<file path="src/rtl/imem_loader_pkg.sv">
// Shared types and constants for the instruction memory loader.
package imem_loader_pkg;

   localparam int BYTES_PER_WORD = 4;
   localparam int IMEM_IDX_LSB   = 2;

   typedef enum logic [1:0] {
      IDLE    = 2'd0,
      COLLECT = 2'd1,
      WRITE   = 2'd2,
      FINISH  = 2'd3
   } state_e;

endpackage

</file>
<file path="src/rtl/imem_loader_if.sv">
// Byte stream valid/ready handshake between a byte source (master) and the loader (slave).
interface imem_loader_if;

   logic [7:0] byte_data;
   logic       byte_valid;
   logic       byte_ready;

   modport master (output byte_data, output byte_valid, input byte_ready);
   modport slave  (input byte_data, input byte_valid, output byte_ready);

endinterface

</file>
<file path="src/rtl/imem_loader_byte_packer.sv">
// Packs accepted stream bytes into a 32-bit big-endian word; flags the 4th byte of each word.
module imem_loader_byte_packer
   import imem_loader_pkg::*;
(
   input  logic        clk,
   input  logic        rst_n,
   input  logic        clear,
   input  logic        accept,
   input  logic [7:0]  byte_in,
   output logic [31:0] word,
   output logic        word_full
);

   logic [1:0]  cnt_r;
   logic [23:0] shift_r;

   // byte position counter and shift register of the three most recent bytes
   always_ff @(posedge clk) begin
      if (!rst_n) begin
         cnt_r   <= 2'd0;
         shift_r <= 24'd0;
      end else if (clear) begin
         cnt_r   <= 2'd0;
         shift_r <= 24'd0;
      end else if (accept) begin
         cnt_r   <= cnt_r + 2'd1;
         shift_r <= {shift_r[15:0], byte_in};
      end else begin
         cnt_r   <= cnt_r;
         shift_r <= shift_r;
      end
   end

   assign word      = {shift_r, byte_in};
   assign word_full = accept && (cnt_r == 2'(BYTES_PER_WORD - 1));

endmodule

</file>
<file path="src/rtl/imem_loader.sv">
// Boot-time instruction memory loader and address arbiter (CPU PC passes through when idle).
// Optional build macro IMEM_LOADER_CHECKSUM_EN adds a 32-bit running checksum output.
module imem_loader
   import imem_loader_pkg::*;
#(
   parameter int DEPTH_WORDS = 256,
   parameter int LEN_W       = 9
)(
   input  logic             clk,
   input  logic             rst_n,
   input  logic             start,
   input  logic [LEN_W-1:0] len_words,
   input  logic             abort,
   imem_loader_if.slave     stream,
   input  logic [31:0]      cpu_pc,
   output logic [31:0]      imem_addr,
   output logic [31:0]      imem_wdata,
   output logic             imem_we,
   output logic             cpu_hold,
   output logic             busy,
   output logic             done,
   output logic             error
`ifdef IMEM_LOADER_CHECKSUM_EN
   ,
   output logic [31:0]      checksum
`endif
);

   localparam int IDX_W = $clog2(DEPTH_WORDS);

   state_e           state_r, state_s;
   logic [LEN_W-1:0] len_r, word_idx_r;
   logic             ready_r, we_r, busy_r, done_r, error_r;
   logic [31:0]      wdata_r, packed_s;
   logic             accept_s, word_full_s, len_ok_s, start_ok_s, abort_s, last_word_s;

   assign accept_s    = stream.byte_valid && ready_r;
   assign len_ok_s    = (len_words != {LEN_W{1'b0}}) && (len_words <= LEN_W'(DEPTH_WORDS));
   assign start_ok_s  = (state_r == IDLE) && start && len_ok_s;
   assign abort_s     = abort && ((state_r == COLLECT) || (state_r == WRITE));
   assign last_word_s = ((word_idx_r + LEN_W'(1'b1)) == len_r);

   imem_loader_byte_packer u_byte_packer (
      .clk       (clk),
      .rst_n     (rst_n),
      .clear     (start_ok_s || abort_s),
      .accept    (accept_s),
      .byte_in   (stream.byte_data),
      .word      (packed_s),
      .word_full (word_full_s)
   );

   // state register
   always_ff @(posedge clk) begin
      if (!rst_n) begin
         state_r <= IDLE;
      end else begin
         state_r <= state_s;
      end
   end

   // next-state logic; abort outranks both a completing byte and a pending write
   always_comb begin
      state_s = state_r;
      case (state_r)
         IDLE: begin
            if (start_ok_s) state_s = COLLECT;
            else            state_s = IDLE;
         end
         COLLECT: begin
            if (abort)            state_s = IDLE;
            else if (word_full_s) state_s = WRITE;
            else                  state_s = COLLECT;
         end
         WRITE: begin
            if (abort)            state_s = IDLE;
            else if (last_word_s) state_s = FINISH;
            else                  state_s = COLLECT;
         end
         FINISH:  state_s = IDLE;
         default: state_s = IDLE;
      endcase
   end

   // registered status outputs decoded from the upcoming state
   always_ff @(posedge clk) begin
      if (!rst_n) begin
         ready_r <= 1'b0;
         we_r    <= 1'b0;
         busy_r  <= 1'b0;
         done_r  <= 1'b0;
         error_r <= 1'b0;
         wdata_r <= 32'd0;
      end else begin
         ready_r <= (state_s == COLLECT);
         we_r    <= (state_s == WRITE);
         busy_r  <= (state_s != IDLE);
         done_r  <= (state_s == FINISH);
         error_r <= ((state_r == IDLE) && start && !len_ok_s) || abort_s;
         if (word_full_s && !abort) wdata_r <= packed_s;
         else                       wdata_r <= wdata_r;
      end
   end

   // load length and word index; the index is 9 bits so a full 256-word load never wraps
   always_ff @(posedge clk) begin
      if (!rst_n) begin
         len_r      <= {LEN_W{1'b0}};
         word_idx_r <= {LEN_W{1'b0}};
      end else if (start_ok_s) begin
         len_r      <= len_words;
         word_idx_r <= {LEN_W{1'b0}};
      end else if ((state_r == WRITE) && !abort) begin
         len_r      <= len_r;
         word_idx_r <= word_idx_r + LEN_W'(1'b1);
      end else begin
         len_r      <= len_r;
         word_idx_r <= word_idx_r;
      end
   end

`ifdef IMEM_LOADER_CHECKSUM_EN
   logic [31:0] sum_r;

   // running sum of the words committed in the current load
   always_ff @(posedge clk) begin
      if (!rst_n) begin
         sum_r <= 32'd0;
      end else if (start_ok_s) begin
         sum_r <= 32'd0;
      end else if (imem_we) begin
         sum_r <= sum_r + imem_wdata;
      end else begin
         sum_r <= sum_r;
      end
   end

   assign checksum = sum_r;
`endif

   assign stream.byte_ready = ready_r;
   assign imem_we    = we_r && !abort;
   assign imem_wdata = wdata_r;
   assign busy       = busy_r;
   assign cpu_hold   = busy_r;
   assign done       = done_r;
   assign error      = error_r;
   assign imem_addr  = busy_r ? (32'(word_idx_r[IDX_W-1:0]) << IMEM_IDX_LSB) : cpu_pc;

endmodule

</file>
<file path="src/flat_wrapper.sv">
// flat-port wrapper written by rule: the top's interface ports become plain ports
module imem_loader_flat import imem_loader_pkg::*;
#(
   parameter int DEPTH_WORDS = 256,
   parameter int LEN_W       = 9
)
  (clk, rst_n, start, len_words, abort, cpu_pc, imem_addr, imem_wdata, imem_we, cpu_hold, busy, done, error, stream_byte_data, stream_byte_valid, stream_byte_ready);
  imem_loader_if stream_i ();
  input  logic clk;
  input  logic rst_n;
  input  logic start;
  input  logic [LEN_W-1:0] len_words;
  input  logic abort;
  input  logic [31:0] cpu_pc;
  output logic [31:0] imem_addr;
  output logic [31:0] imem_wdata;
  output logic imem_we;
  output logic cpu_hold;
  output logic busy;
  output logic done;
  output logic error;
  input wire logic [$bits(stream_i.byte_data)-1:0] stream_byte_data;
  input wire logic [$bits(stream_i.byte_valid)-1:0] stream_byte_valid;
  output wire logic [$bits(stream_i.byte_ready)-1:0] stream_byte_ready;
  assign stream_i.byte_data = stream_byte_data;
  assign stream_i.byte_valid = stream_byte_valid;
  assign stream_byte_ready = stream_i.byte_ready;
  imem_loader #(.DEPTH_WORDS(DEPTH_WORDS), .LEN_W(LEN_W)) u_core (.clk(clk), .rst_n(rst_n), .start(start), .len_words(len_words), .abort(abort), .stream(stream_i), .cpu_pc(cpu_pc), .imem_addr(imem_addr), .imem_wdata(imem_wdata), .imem_we(imem_we), .cpu_hold(cpu_hold), .busy(busy), .done(done), .error(error));
endmodule
</file>
<file path="config.mk">
export PLATFORM = sky130hd
export DESIGN_NAME = imem_loader_flat
export DESIGN_NICKNAME = d
export VERILOG_FILES = /design/src/rtl/imem_loader_pkg.sv /design/src/rtl/imem_loader_if.sv /design/src/rtl/imem_loader_byte_packer.sv /design/src/rtl/imem_loader.sv /design/src/flat_wrapper.sv
export SDC_FILE = /design/constraint.sdc
export NUM_CORES = 1
export LEC_CHECK = 0
export BUFFER_PORTS_ARGS = -buffer_cell sky130_fd_sc_hd__buf_2
export CORE_MARGIN = 2
export CORE_UTILIZATION = 54
export CTS_CLUSTER_SIZE = 8
export DETAILED_ROUTE_END_ITERATION = 6
export GPL_ROUTABILITY_DRIVEN = 0
export PLACE_DENSITY = 0.85
export REMOVE_ABC_BUFFERS = 1
export SYNTH_ARGS = -nofsm -noshare
export SYNTH_HDL_FRONTEND = slang
export SYNTH_SLANG_ARGS = --single-unit
export TNS_END_PERCENT = 1
</file>
<file path="constraint.sdc">
create_clock -name clk -period 4.85 [get_ports clk]
set_input_delay 0.485 -clock clk [delete_from_list [all_inputs] [get_ports clk]]
set_output_delay 0.485 -clock clk [all_outputs]
set_load 0.02 [all_outputs]
</file>
==> results of run 1 <==
==> flip-flops by register name, indices dropped and copies added (netlist names) <==
| signal | cells |
|---|---|
| u_core.word_idx_r | 9 |
| u_core.imem_wdata | 32 |
| u_core.error | 1 |
| u_core.state_r | 2 |
| u_core.u_byte_packer.cnt_r | 2 |
| u_core.done | 1 |
| u_core.busy | 1 |
| u_core.u_byte_packer.shift_r | 24 |
| u_core.stream.byte_ready | 1 |
| u_core.len_r | 9 |
| u_core.we_r | 1 |
==> path summary, 6_finish.rpt <==
check | start | endpoint | cells after the start
worst max register to register | u_core.word_idx_r[0] | u_core.done | 5
worst max-delay path | len_words[0] | u_core.u_byte_packer.shift_r[4] | 6
worst min-delay path | stream_byte_data[3] | u_core.imem_wdata[3] | 3
worst min register to register | u_core.imem_wdata[25] | u_core.imem_wdata[25] | 2
==> critical path, stage by stage <==
cell      delay [ns]
buf_2           0.10
or4_1           0.63
nor3_1          0.28
nor3_1          0.10
nand3b_1        0.74
a21oi_1         0.37
==> where the power goes <==
| group | internal, W | total, W | switching, W |
|---|---|---|---|
| Sequential | 0.000687 | 0.000696 | 0.00000821 |
| Combinational | 0.0000529 | 0.000129 | 0.0000758 |
| Clock | 0.000256 | 0.000516 | 0.000260 |
==> Yosys cell counts, types with 5 or more instances <==
cell type,count,share of area
xor2_1,5,0.012
a21oi_1,58,0.080
mux2_2,8,0.025
dfxtp_1,83,0.46
nand2_1,127,0.13
ha_1,6,0.021
nor2b_1,27,0.046
nand4_1,5,0.0086
buf_2,5,0.0069
mux2i_1,10,0.028
clkbuf_1,20,0.021
nor2_1,26,0.027
xnor2_1,13,0.031
inv_1,5,0.0052
==> cell type report <==
| type | count | area share |
|---|---|---|
| tap | 77 | 0.0215 |
| clock inverter | 6 | 0.0159 |
| sequential | 83 | 0.371 |
| multi-input combinational | 332 | 0.410 |
| timing repair buffer | 127 | 0.144 |
| antenna | 1 | 0.000559 |
| clock buffer | 10 | 0.0308 |
| inverter | 6 | 0.00531 |
==> through the flow <==
| step | std cells | total power (W) | setup slack, ns |
|---|---|---|---|
| 3_5_place_dp | 625 | 0.000840 | 2.08 |
| 4_1_cts | 641 | 0.00135 | 2.40 |
| 6_report | 642 | 0.00134 | 2.39 |
| 5_1_grt | 641 | 0.00139 | 2.15 |
| 2_1_floorplan | 421 | 0.000784 | 1.25 |
| 3_3_place_gp | 625 | 0.000836 | 2.25 |
==> kinds of logic after synthesis <==
family,synth area share
AO/OA/AOI/OAI,0.118
XOR/XNOR,0.0433
adder cells (fa/ha/maj),0.0206
buffers and inverters,0.0402
flip-flops,0.457
multiplexers,0.0523
AND/OR/NAND/NOR,0.270
==> layer usage <==
metal / routed length, µm / track usage / share of wire
met1: 3770 / 0.309 / 0.43
met2: 4360 / 0.410 / 0.49
met3: 586 / 0.0616 / 0.066
met4: 148 / 0.0924 / 0.017
met5: 0 / 0 / 0
==> flow_summary.toml, run 1 <==
[floorplanning]
core_area_mm2 = 0.00642
fp.dieH_um = 86.1
ios = 124
initial_core_util = 0.567
die_area_mm2 = 0.00741
fp.dieW_um = 86.1
rows = 29

[clocking]
hold_buffers = 0
clockBufferDepth = 2
clock-sinks = 83
htree_levels = 3
clkTransAtPathRegs_ns = 0.09
cts_buffers = 9
cts_tree = "yes"
cts-root-buf = "clkbuf_8"
cts_resized = 0
post_cts_buffers = 0
clock_latency_ns = 0.36

[layout]
finalNetCount = 619
multi_input_area_mm2 = 0.00184
layout_commonest_cell = "nand2_1"
synthToLayoutAreaGrowth_pct = 23.0
nFillCells = 521
regArea_mm2 = 0.00166
final_cell_mix = "nand2_1, buf_2, dfxtp_1"
utilization = 0.697
final_cell_area_mm2 = 0.00448
drive_gt1_frac = 0.278

[critical_path]
cp.required_ns = 5.11
ff2ff_setup_slack_ns = 2.63
crit_type = "in2reg"
start_kind = "input port"
end_kind = "flop"
worst-path-max-fanout = 26
crit_arrival_ns = 2.72

[grt]
grt_max_degree = 45
grt_pass1_vias = 3203
grt_use_total = 0.247
grt_overflow = 0
grt_pass1_wl_um = 14600
antenna_found_initial = 1

[sta]
worstMarginPinSlew_ns = 1.05
setup_violations = 0
whs_ns = 0.368
finalCriticalPeriod_ns = 2.46
grt_setup_unrepaired = "false"
max_freq_mhz = 407
slew-limit-headroom = 0.299
finalSetupTns_ns = 0
finalCritPeriodShare = 0.507
finalHoldViolCount = 0
final_max_slew_viol_count = 0
finalClockSkew_ns = 0.0136

[logic_synthesis]
synth-async-reset-ratio = 0
yosysWarnings = 0
syn_inst = 449
ys_types = 44
synth-edff-count = 0
synth_flop_cell = "dfxtp_1"
synth_area_mm2 = 0.00364
synth-seq-cells = 83
postSynthAreaPerCell_um2 = 8.11
seq_area_frac_synth = 0.457

[routing]
drcViolationCount = 0
drtIter0Drc = 187
routed_wl_um = 8870
first_pass_iters = 4
avgRoutedWirePerCell_um = 13.8
drtAntennaViolNets = 0
vias = 3389
routed_via_density = 5.28

[run]
cap_violations = 0

[place]
place_area_mm2 = 0.00426
dpl.hpwl_um = 6150
port_buffers = 123

[worst_hold_path]
worstHoldPathType = "in2reg"

[pwr]
p_leak_nw = 1.83
power.density_mw_per_mm2 = 300
max-vdd-ir-drop_mv = 0.241

[run_status]
status = "finished, final reports clean"
No activity file was read; power rests on OpenSTA's default activity.
==> inputs of run 2 (changes only) <==
--- a/config.mk
+++ b/config.mk
@@ -7,11 +7,11 @@
 export LEC_CHECK = 0
 export BUFFER_PORTS_ARGS = -buffer_cell sky130_fd_sc_hd__buf_2
 export CORE_MARGIN = 2
-export CORE_UTILIZATION = 54
+export CORE_UTILIZATION = 50
 export CTS_CLUSTER_SIZE = 8
 export DETAILED_ROUTE_END_ITERATION = 6
 export GPL_ROUTABILITY_DRIVEN = 0
-export PLACE_DENSITY = 0.85
+export PLACE_DENSITY = 0.8
 export REMOVE_ABC_BUFFERS = 1
 export SYNTH_ARGS = -nofsm -noshare
 export SYNTH_HDL_FRONTEND = slang
==> constraint.sdc (replaced) <==
create_clock -name clk -period 2.31 [get_ports clk]
set_input_delay 0.231 -clock clk [delete_from_list [all_inputs] [get_ports clk]]
set_output_delay 0.231 -clock clk [all_outputs]
set_load 0.02 [all_outputs]
==> flow_summary.toml, run 2 (synthesized netlist as in run 1, its figures left out) <==
[critical_path]
r2r-start = "u_core.word_idx_r[0]"
crit_type = "reg2reg"
ff2ff_setup_slack_ns = 0.13
cp_cell_sequence = "nand2_1 > or4_1 > a311oi_2 > o2111ai_1 > a211oi_1"
slowest_stage = "dfxtp_1"
start_kind = "flop"
cp.required_ns = 2.58
cp_slowest_stage_delay_ns = 0.55
crit_arrival_ns = 2.45
regToRegEndpoint = "u_core.done"
end_kind = "flop"
r2r_cells = 5
worst-path-max-fanout = 10

[clocking]
cts-root-buf = "clkbuf_8"
clkTransAtPathRegs_ns = 0.10
cts_buffers = 9
clock_latency_ns = 0.36
htree_levels = 3
post_cts_buffers = 0
clockBufferDepth = 2
clock-sinks = 83
cts_tree = "yes"

[sta]
finalCritPeriodShare = 0.944
max_freq_mhz = 459
whs_ns = 0.107
finalHoldViolCount = 0
finalCriticalPeriod_ns = 2.18
final_max_slew_viol_count = 0
setup_violations = 0
finalSetupTns_ns = 0
finalClockSkew_ns = 0.0107
worstMarginPinSlew_ns = 0.644
slew-limit-headroom = 0.570

[routing]
drtAntennaViolNets = 0
routed_via_density = 5.16
first_pass_iters = 5
drcViolationCount = 0
routed_wl_um = 8640
vias = 3454
drtIter0Drc = 153
avgRoutedWirePerCell_um = 12.9

[floorplanning]
rows = 31
ios = 124
fp.dieW_um = 89.3
core_area_mm2 = 0.00714
initial_core_util = 0.510
die_area_mm2 = 0.00798
fp.dieH_um = 89.3

[pwr]
power.density_mw_per_mm2 = 619
p_leak_nw = 1.86
max-vdd-ir-drop_mv = 0.376
power.total_w = 0.00282

[layout]
finalNetCount = 625
largest_reg_flops = 32
final_cell_mix = "nand2_1, buf_2, dfxtp_1"
regArea_mm2 = 0.00166
synthToLayoutAreaGrowth_pct = 25.1
multi_input_area_mm2 = 0.00185
final_cell_area_mm2 = 0.00455
layout_commonest_cell = "nand2_1"
drive_gt1_frac = 0.289
n_antenna_cell = 0
nFillCells = 674

[run]
cap_violations = 0

[worst_hold_path]
holdPathStages = 3
hold_start = "stream_byte_data[1]"
hold_end = "u_core.imem_wdata[1]"
worstHoldPathType = "in2reg"

[place]
port_buffers = 123
dpl.hpwl_um = 6150
place_area_mm2 = 0.00434

[grt]
grt_pass1_wl_um = 12800
antenna_found_initial = 0
grt_use_total = 0.206
grt_pass1_vias = 2879
grt_overflow = 0
grt_max_degree = 33

[run_status]
status = "finished, final reports clean"
## run 2: changes by cell type in the layout (fill, tap and decap cells not counted), sizes merged
cell	change
buf	+6
diode	-1
## run 2: where the power goes
group / leakage, nW / internal, W / switching (W)
registers: 0.670 / 0.00144 / 0.0000153
logic: 1.09 / 0.000116 / 0.000161
clock network: 0.0995 / 0.000538 / 0.000547
total: 1.86 / 0.00210 / 0.000724
## run 2: worst max path at each step
stage | from | to
global route | u_core.word_idx_r[0] | u_core.done
finish | u_core.word_idx_r[0] | u_core.done
detailed placement | u_core.word_idx_r[0] | u_core.done
CTS | u_core.word_idx_r[0] | u_core.done
global placement | u_core.word_idx_r[0] | u_core.stream.byte_ready
floorplan | u_core.stream.byte_ready | u_core.we_r
## run 2: area by class of cell
cell class | count | share of cell area
clock buffer | 10 | 0.0302
clock inverter | 6 | 0.0157
inverter | 6 | 0.00522
multi-input combinational | 332 | 0.405
sequential | 83 | 0.365
tap | 99 | 0.0272
timing repair buffer | 133 | 0.152
## run 2: what timing repair did
| item | in CTS | in global routing |
|---|---|---|
| setup endpoints to repair | 0 | 1 |
| hold buffers | 0 | 0 |
| gates resized for setup | 0 | 2 |
| hold endpoints to repair | 0 | 0 |
## run 2: layer usage
layer	GRT usage	share of wire	vias to the layer above
li1	-	-	1720
met2	0.362	0.50	115
met3	0.0406	0.065	16
met1	0.243	0.42	1603
met5	0	0	-
met4	0.0896	0.020	0
## run 2: stage by stage
stage               instances  utilization  setup slack, ns
floorplan                 421            -            -1.29
finish                    669        0.638            0.129
global placement          653        0.608            0.268
global route              669        0.638          -0.0402
CTS                       669        0.637            0.125
detailed placement        653        0.608            0.146
## run 2: worst max-delay path, delay by kind of cell, from the launching register on
kind,cells,cell delay [ns]
DFF,1,0.55
and+or+nand+nor,2,0.78
AOI/OAI and AO/OA,3,0.76
==> inputs of run 3 (changes only) <==
--- a/config.mk
+++ b/config.mk
@@ -5,13 +5,14 @@
 export SDC_FILE = /design/constraint.sdc
 export NUM_CORES = 1
 export LEC_CHECK = 0
+export ABC_AREA = 1
 export BUFFER_PORTS_ARGS = -buffer_cell sky130_fd_sc_hd__buf_2
 export CORE_MARGIN = 2
 export CORE_UTILIZATION = 50
 export CTS_CLUSTER_SIZE = 8
 export DETAILED_ROUTE_END_ITERATION = 6
 export GPL_ROUTABILITY_DRIVEN = 0
-export PLACE_DENSITY = 0.8
+export PLACE_DENSITY = 0.79
 export REMOVE_ABC_BUFFERS = 1
 export SYNTH_ARGS = -nofsm -noshare
 export SYNTH_HDL_FRONTEND = slang
==> flow_summary.toml, run 3 <==
[run_status]
status = "finished, final reports clean"

[floorplanning]
die_area_mm2 = 0.00812
fp.dieH_um = 90.1
initial_core_util = 0.514
fp.dieW_um = 90.1
core_area_mm2 = 0.00721
ios = 124
rows = 31

[pwr]
p_sw_w = 0.000799
power.total_w = 0.00289
comb_power_share = 0.121
p_leak_nw = 2.29
max-vdd-ir-drop_mv = 0.380
p_int_w = 0.00209
clkPwrFrac = 0.371
swShare = 0.277
power.density_mw_per_mm2 = 632
seq_power_share = 0.508

[sta]
finalHoldViolCount = 0
finalCriticalPeriod_ns = 1.81
setup_violations = 0
grt_setup_unrepaired = "false"
max_freq_mhz = 553
fin_ws_ns = 0.501
finalClockSkew_ns = 0.0137
final_max_slew_viol_count = 0
whs_ns = 0.119
worstMarginPinSlew_ns = 0.979
finalCritPeriodShare = 0.783
slew-limit-headroom = 0.347

[critical_path]
cp_cell_sequence = "ha_1 > nand3_1 > o21ai_1 > nand2_1 > nand2_1 > nand3_1 > nor2_1 > nand3_1 > nand2_1 > nand3_1 > nor2_1"
crit_type = "reg2reg"
setup.worst_path.start = "u_core.word_idx_r[0]"
crit_arrival_ns = 2.09
cp_slowest_stage_delay_ns = 0.41
r2r-start = "u_core.word_idx_r[0]"
end_kind = "flop"
start_kind = "flop"
worst-path-max-fanout = 5
cp.required_ns = 2.59
critPathTopFamily = "simple AND/OR/NAND/NOR gates"
crit_path_frequent_cell = "nand3_1"
cp_num_buf_inv = 0
slowest_stage = "dfxtp_1"

[worst_hold_path]
worstHoldPathType = "in2reg"
hold_start = "stream_byte_data[4]"

[place]
dp_cells = 731
port_buffers = 123
pre_cts_ws_ns = 0.430
dpl.hpwl_um = 6150

[clocking]
post_cts_buffers = 0
clkTransAtPathRegs_ns = 0.10
clock_latency_ns = 0.35
clockBufferDepth = 2
clock-sinks = 83
cts_tree = "yes"
cts_buffers = 9
hold_buffers = 0
cts-root-buf = "clkbuf_8"
cts_resized = 0
htree_levels = 3

[layout]
drive_gt1_frac = 0.275
nFillCells = 652
final_cell_mix = "buf_2, nor2_1, nand2_1"
layout_commonest_cell = "buf_2"
regArea_mm2 = 0.00166
n_antenna_cell = 0
multi_input_area_mm2 = 0.00169
largest_reg_flops = 32
synthToLayoutAreaGrowth_pct = 23.1
utilization = 0.633
finalNetCount = 703
layoutNonFillerInstCount = 747

[logic_synthesis]
synth-seq-cells = 83
synth_compound_area_frac = 0.159
synth.top_cells.by_count = "nor2_1, nand2_1, dfxtp_1"
synth_top_family_by_area = "simple AND/OR/NAND/NOR gates"
yosysWarnings = 0
postSynthAreaPerCell_um2 = 7.02
syn_inst = 528
synth_mux_area_frac = 0.00304
yosys-top-cells-area = "dfxtp_1, nor2_1, nand2_1"
synth-async-reset-ratio = 0
synth_flop_cell = "dfxtp_1"
synth.most_common_cell = "nor2_1"
synth_top_area_frac = 0.448
synthXorXnorAreaFrac = 0.00236
synth_top_area_cell = "dfxtp_1"
synth_fa_ha_area_frac = 0.0202
ys_types = 28
seq_area_frac_synth = 0.448
synth_area_mm2 = 0.00371
synth-simple-area-share = 0.270
synth-edff-count = 0

[grt]
grt_pass1_wl_um = 14900
grt_max_degree = 34
antenna_found_initial = 0
grt_overflow = 0
grt_use_total = 0.219
grt_pass1_vias = 3419

[routing]
first_pass_iters = 4
drtIter0Drc = 138
drtAntennaViolNets = 0
drcViolationCount = 0
avgRoutedWirePerCell_um = 11.8
routed_wl_um = 8810
routed_via_density = 4.85
vias = 3622

[run]
cap_violations = 0
[run 3: changes by cell type after synthesis, moves of 14 or more]
| cell | previous run | this run |
|---|---|---|
| inv_1 | 5 | 57 |
| nand3_1 | 4 | 18 |
| nand2_1 | 127 | 108 |
| o21ai_0 | 2 | 44 |
| a21oi_1 | 58 | 34 |
| a21oi_2 | 0 | 19 |
| nor2_1 | 26 | 114 |
| nor2b_1 | 27 | 0 |
[run 3: cell families (layout without fill, tap and decap cells)]
kind of cell | Yosys count | in the layout
compound gates | 102 | 102
mux | 1 | 1
xor+xnor | 1 | 1
fa+ha+maj | 6 | 6
simple gates | 249 | 249
buf+inv | 86 | 206
flops | 83 | 83
[run 3: worst paths after layout]
| path | endpoint | slack [ns] | cells past startpoint |
|---|---|---|---|
| setup / recovery | u_core.done | 0.50 | 11 |
| hold / removal | u_core.imem_wdata[4] | 0.12 | 3 |
| setup reg to reg | u_core.done | 0.50 | 11 |
| hold reg to reg | u_core.u_byte_packer.shift_r[23] | 0.47 | 2 |
[run 3: power groups by stage]
stage | combinational, W | sequential, W | clock (W)
detailed placement | 0.000350 | 0.00150 | 0
global placement | 0.000343 | 0.00150 | 0
global route | 0.000387 | 0.00147 | 0.00115
floorplan | 0.000189 | 0.00151 | 0
finish | 0.000351 | 0.00147 | 0.00107
CTS | 0.000352 | 0.00147 | 0.00110
[run 3: layer usage]
| layer | vias up | share of wire | track usage |
|---|---|---|---|
| met2 | 126 | 0.47 | 0.377 |
| met4 | 0 | 0.011 | 0.0808 |
| met1 | 1613 | 0.45 | 0.262 |
| met3 | 10 | 0.074 | 0.0570 |
| met5 | - | 0 | 0 |
| li1 | 1873 | - | - |
[run 3: area by class of cell]
type | count | share of cell area
multi-input cells | 359 | 0.369
inverters | 61 | 0.0507
repair buffers | 129 | 0.145
clock buffers | 9 | 0.0271
well taps | 99 | 0.0271
clock inverters | 7 | 0.0173
flip-flops and latches | 83 | 0.364
[run 3: stage by stage]
step	setup TNS (ns)	instance area (µm²)
4_1_cts	0	4570
3_5_place_dp	0	4360
2_1_floorplan	-13.80	3580
5_1_grt	0	4570
3_3_place_gp	0	4360
6_report	0	4570
[run 3: worst min-delay path: cells and delay by family]
| family | cells | cell delay, ns |
|---|---|---|
| buffers and inverters | 1 | 0.09 |
| AND/OR/NAND/NOR | 2 | 0.12 |
